**src/rtl/fetch_sequencer.sv**
```systemverilog
// Fetch sequencer: drives the PC register from the consuming side, issues one
// instruction-memory read at a time and buffers the returned word for decode.
// Optional build macro FETCH_PERF_EN adds fetch/stall performance counters.
module fetch_sequencer #(
    parameter int unsigned ADDR_W  = 16,
    parameter int unsigned INSTR_W = 16,
    parameter int unsigned PC_STEP = 1
) (
    input  logic               clock,
    input  logic               reset,
    input  logic [ADDR_W-1:0]  pc,
    output logic               pc_en,
    output logic [ADDR_W-1:0]  next_pc,
    output logic               imem_req,
    output logic [ADDR_W-1:0]  imem_addr,
    input  logic               imem_ack,
    input  logic [INSTR_W-1:0] imem_rdata,
    output logic               inst_valid,
    output logic [INSTR_W-1:0] inst,
    output logic [ADDR_W-1:0]  inst_pc,
    input  logic               inst_ready,
    input  logic               redirect,
`ifdef FETCH_PERF_EN
    input  logic [ADDR_W-1:0]  redirect_target,
    output logic [31:0]        fetch_count,
    output logic [31:0]        stall_count
`else
    input  logic [ADDR_W-1:0]  redirect_target
`endif
);

    typedef enum logic [2:0] {
        StIdle,
        StIssue,
        StWait,
        StHold,
        StDrain,
        StRedir
    } state_e;

    state_e r_state;
    state_e w_state;

    logic               r_pc_en,      w_pc_en;
    logic [ADDR_W-1:0]  r_next_pc,    w_next_pc;
    logic               r_imem_req,   w_imem_req;
    logic [ADDR_W-1:0]  r_imem_addr,  w_imem_addr;
    logic               r_inst_valid, w_inst_valid;
    logic [INSTR_W-1:0] r_inst,       w_inst;
    logic [ADDR_W-1:0]  r_inst_pc,    w_inst_pc;

    logic               w_ack;
    logic [ADDR_W-1:0]  w_addr_inc;

    // An ack only counts while a request is actually outstanding.
    assign w_ack      = imem_ack && r_imem_req;
    assign w_addr_inc = r_imem_addr + ADDR_W'(PC_STEP);

    // State register.
    always_ff @(posedge clock) begin
        if (reset) r_state <= StIdle;
        else       r_state <= w_state;
    end

    // Next-state selection; redirect outranks everything but reset.
    always_comb begin
        w_state = r_state;
        if (redirect) begin
            unique case (r_state)
                StWait:  w_state = w_ack ? StRedir : StDrain;
                StDrain: w_state = w_ack ? StRedir : StDrain;
                default: w_state = StRedir;
            endcase
        end else begin
            unique case (r_state)
                StIdle:  w_state = StIssue;
                StIssue: w_state = StWait;
                StWait:  w_state = w_ack ? StHold : StWait;
                StHold:  w_state = (r_inst_valid && inst_ready) ? StIssue : StHold;
                StDrain: w_state = w_ack ? StIssue : StDrain;
                StRedir: w_state = StIssue;
                default: w_state = StIdle;
            endcase
        end
    end

    // Next values of the registered outputs.
    always_comb begin
        w_pc_en      = 1'b0;
        w_next_pc    = r_next_pc;
        w_imem_req   = r_imem_req;
        w_imem_addr  = r_imem_addr;
        w_inst_valid = r_inst_valid;
        w_inst       = r_inst;
        w_inst_pc    = r_inst_pc;
        if (redirect) begin
            w_pc_en      = 1'b1;
            w_next_pc    = redirect_target;
            w_inst_valid = 1'b0;
            // Any data returning with the redirect belongs to the old path.
            if (w_ack) w_imem_req = 1'b0;
        end else begin
            unique case (r_state)
                StIssue: begin
                    w_imem_addr = pc;
                    w_imem_req  = 1'b1;
                end
                StWait: begin
                    if (w_ack) begin
                        w_inst       = imem_rdata;
                        w_inst_pc    = r_imem_addr;
                        w_inst_valid = 1'b1;
                        w_imem_req   = 1'b0;
                        w_pc_en      = 1'b1;
                        w_next_pc    = w_addr_inc;
                    end
                end
                StHold: begin
                    if (r_inst_valid && inst_ready) w_inst_valid = 1'b0;
                end
                StDrain: begin
                    if (w_ack) w_imem_req = 1'b0;
                end
                default: ;
            endcase
        end
    end

    // Output registers.
    always_ff @(posedge clock) begin
        if (reset) begin
            r_pc_en      <= 1'b0;
            r_next_pc    <= '0;
            r_imem_req   <= 1'b0;
            r_imem_addr  <= '0;
            r_inst_valid <= 1'b0;
            r_inst       <= '0;
            r_inst_pc    <= '0;
        end else begin
            r_pc_en      <= w_pc_en;
            r_next_pc    <= w_next_pc;
            r_imem_req   <= w_imem_req;
            r_imem_addr  <= w_imem_addr;
            r_inst_valid <= w_inst_valid;
            r_inst       <= w_inst;
            r_inst_pc    <= w_inst_pc;
        end
    end

    assign pc_en      = r_pc_en;
    assign next_pc    = r_next_pc;
    assign imem_req   = r_imem_req;
    assign imem_addr  = r_imem_addr;
    assign inst_valid = r_inst_valid;
    assign inst       = r_inst;
    assign inst_pc    = r_inst_pc;

`ifdef FETCH_PERF_EN
    logic [31:0] r_fetch_count;
    logic [31:0] r_stall_count;

    // Saturating counters for handshakes and memory-wait cycles.
    always_ff @(posedge clock) begin
        if (reset) begin
            r_fetch_count <= '0;
            r_stall_count <= '0;
        end else begin
            if (r_inst_valid && inst_ready && (r_fetch_count != '1)) begin
                r_fetch_count <= r_fetch_count + 32'd1;
            end
            if (((r_state == StWait) || (r_state == StDrain)) && (r_stall_count != '1)) begin
                r_stall_count <= r_stall_count + 32'd1;
            end
        end
    end

    assign fetch_count = r_fetch_count;
    assign stall_count = r_stall_count;
`endif

endmodule

```
**config.mk**
```make
export PLATFORM = sky130hd
export DESIGN_NAME = fetch_sequencer
export DESIGN_NICKNAME = d
export VERILOG_FILES = /design/src/rtl/fetch_sequencer.sv
export SDC_FILE = /design/constraint.sdc
export NUM_CORES = 1
export LEC_CHECK = 0
export BUFFER_PORTS_ARGS = -buffer_cell sky130_fd_sc_hd__buf_2
export CAP_MARGIN = 10
export CORE_ASPECT_RATIO = 1.75
export CORE_MARGIN = 3
export CORE_UTILIZATION = 41
export DETAILED_ROUTE_END_ITERATION = 16
export PLACE_DENSITY = 0.67
export SYNTH_ARGS = -nofsm -noshare
export SYNTH_HDL_FRONTEND = slang
export SYNTH_SLANG_ARGS = --single-unit
```
**constraint.sdc**
```tcl
create_clock -name clock -period 2.75 [get_ports clock]
set_clock_uncertainty 0.1 [all_clocks]
set_input_delay 0 -clock clock [delete_from_list [all_inputs] [get_ports clock]]
set_output_delay 0 -clock clock [all_outputs]
set_load 0.005 [all_outputs]
```
==> results.yml <==
outcome:
  status: "finished clean"
finish:
  final.fill_count: 626
  num-nets-final: 590
  layout.cells.non_filler: 625
  drive_gt1_share_pct: 27.7
  synthToLayoutAreaGrowth_pct: 48.3
  regArea_um2: 1400
  antennaDiodeCount: 0
  multiInputGateArea_um2: 1440
timing:
  rsz0062_at_grt: "false"
  worstMarginPinSlew_ns: 0.643
  hold_viol_final: 0
  relSlewSlack_pct: 57.0
  setup_violations: 0
  fin_crit_ns: 2.61
  fmax_ghz: 0.383
  fin_ws_ns: 0.140
  timing.setup.tns_ns: 0
  holdWs_ns: 0.0961
  slew_viol_final: 0
  fin_crit_sh_pct: 94.9
drt:
  dr.pass1.iters: 4
  vias_per_cell: 5.14
  drtAntennaViolNets: 0
  vias: 3210
  remaining_drc_errors: 0
  first_iter_violations: 180
  wire_per_inst_um: 14.9
  routed_wirelength_mm: 9.31
clock_tree:
  htreeDepth: 3
  root_buffer: "clkbuf_16"
  clk_path_buf_depth: 2
  clk_latency_ns: 0.33
  tritoncts: "yes"
  clk_pin_slew_ns: 0.05
  numCtsBuffers: 9
  cts.sinks: 70
logic_synthesis:
  synth_cells: 370
  synth_commonest_cells: "nand2_1 (110), dfxtp_1 (70), a21oi_1 (54)"
  synth_nets: 424
  synth_edf_count: 0
  ys.flop_type: "dfxtp_1"
  synth.largest_area_cell: "dfxtp_1"
  synth_top_area_share_pct: 46.6
  ys_top_cells_by_area: "dfxtp_1 (47%), nand2_1 (14%), a21oi_1 (9.0%), xnor2_1 (3.2%), o22ai_1 (2.1%)"
  synth-seq-cells: 70
  synth_most_common_cell: "nand2_1"
  synthesis.area_um2: 3010
  yosysSeqAreaShare_pct: 46.6
  async_reset_ff_share_pct: 0
  yosys.cell_types.count: 42
  yosysWarnings: 0
  syn_area_per_cell_um2: 8.14
hold_path:
  hp-class: "input pin to register"
critical_path:
  crit_required_ns: 2.86
  critPathCaptureType: "register"
  r2r-start: "r_state[1]"
  cp-startpoint: "r_state[1]"
  cp-start-kind: "register"
  rr_endpoint: "inst[8]"
  worstPathArrival_ns: 2.72
  crit_path_end: "inst[8]"
  reg2regPathDepth: 6
  regToRegSetupSlack_ns: 0.14
  critPathMaxFanout: 20
  path_class: "register to register"
global_routing:
  grt_overflow: 0
  grt_pass1_vias: 3233
  grt_first_pass_wirelength_mm: 15.4
  grt_max_degree: 37
  grtUsageTotal_pct: 22.7
  antenna_found_initial: 0
floorplanning:
  die_height_um: 119
  dieArea_um2: 8450
  fp-row-count: 40
  start_util_pct: 43.0
  core_um2: 7010
  die_w_um: 70.8
  io_pins: 120
placement:
  place_congestion: 0.806
  dp_slack_ns: 0.703
  port_buffers: 119
  dp.cells: 551
  dpl.hpwl_mm: 6.11
power:
  power_density_nw_per_um2: 532
  max-vdd-ir-drop_uv: 540
  p_leak_nw: 1.90
  fin_total_pwr_w: 0.00237
run:
  cap_violations: 0
==> per-stage QoR <==
| step | utilization [%] | area [µm²] |
|---|---|---|
| after floorplan | - | 3010 |
| after global placement | 51.6 | 3610 |
| after detailed placement | 51.6 | 3610 |
| after CTS | 63.7 | 4460 |
| after global routing | 63.7 | 4460 |
| final | 63.7 | 4460 |
==> placed cells by master (no fill, tap or decap), types with 2 or more instances in the layout <==
cell type	netlist	final
buf_2	10	119
nand2_1	110	110
dfxtp_1	70	70
dlygate4sd3_1	0	58
a21oi_1	54	54
xnor2_1	11	11
o22ai_1	10	10
nor2_1	9	9
clkbuf_16	0	9
inv_1	8	8
o21ai_0	8	8
a31oi_1	7	7
nand3_1	6	6
nor3_1	6	6
and2_1	5	5
o21a_1	4	4
a211oi_1	4	4
nor4_2	4	4
nand4_1	3	3
nor2b_1	3	3
clkinv_2	0	3
buf_4	2	3
o221ai_1	2	2
clkbuf_1	11	2
==> critical path: stages, from the launching register on <==
cell and delay, ns:
dfxtp_1 0.54, and4b_1 0.30, nand3_1 0.48, buf_12 0.36, nand2_1 0.07, a21oi_1 0.07
dlygate4sd3_1 0.57
==> what timing repair did <==
action,CTS,global route
hold buffers,58,0
resized for setup,0,0
setup buffers,0,0
hold endpoints to repair,55,0
==> kinds of logic (layout without fill, tap and decap cells) <==
| group | after synthesis | count (layout) | synth area share [%] |
|---|---|---|---|
| DFF | 70 | 70 | 46.6 |
| xor gates and xnor gates | 12 | 12 | 3.49 |
| adders and majority gates | 1 | 1 | 0.416 |
| buffers and inverters | 34 | 205 | 5.65 |
| AOI/OAI and AO/OA | 95 | 95 | 18.3 |
| and+or+nand+nor | 158 | 158 | 25.6 |
==> power by group <==
group          internal [W]  switching [W]
clock network      0.000630       0.000408
registers           0.00105      0.0000412
logic              0.000139       0.000110
total               0.00181       0.000559
==> flip-flops by register name, summed over array words and instances (netlist names) <==
name and cells:
imem_req 1, r_state 3, pc_en 1, next_pc 16, inst_pc 16, imem_addr 16, inst_valid 1, inst 16
==> worst min path at each step <==
stage | depth (start not counted) | endpoint | startpoint | slack (ns)
after floorplan | 1 | imem_req | imem_ack | 0.02
after global placement | 3 | inst[14] | imem_rdata[14] | 0.14
after detailed placement | 3 | imem_addr[15] | pc[15] | 0.15
after CTS | 3 | next_pc[2] | redirect | 0.07
after global routing | 3 | next_pc[3] | redirect | 0.10
final | 3 | next_pc[6] | redirect | 0.1
==> layer usage <==
metal	global-route usage (%)	routed length, µm	vias up
met5	0	0	-
li1	-	-	1597
met1	25.7	3630	1499
met2	40.2	5020	104
met4	8.12	124	0
met3	5.91	530	10
==> final cells by class <==
cell class / instances / area share, %
inverters: 8 / 0.673
clock buffers: 12 / 5.52
clock inverters: 4 / 0.505
flip-flops and latches: 70 / 31.4
repair buffers: 181 / 27.3
multi-input cells: 266 / 32.2
well taps: 84 / 2.35
(Power assumes the default switching activity.)
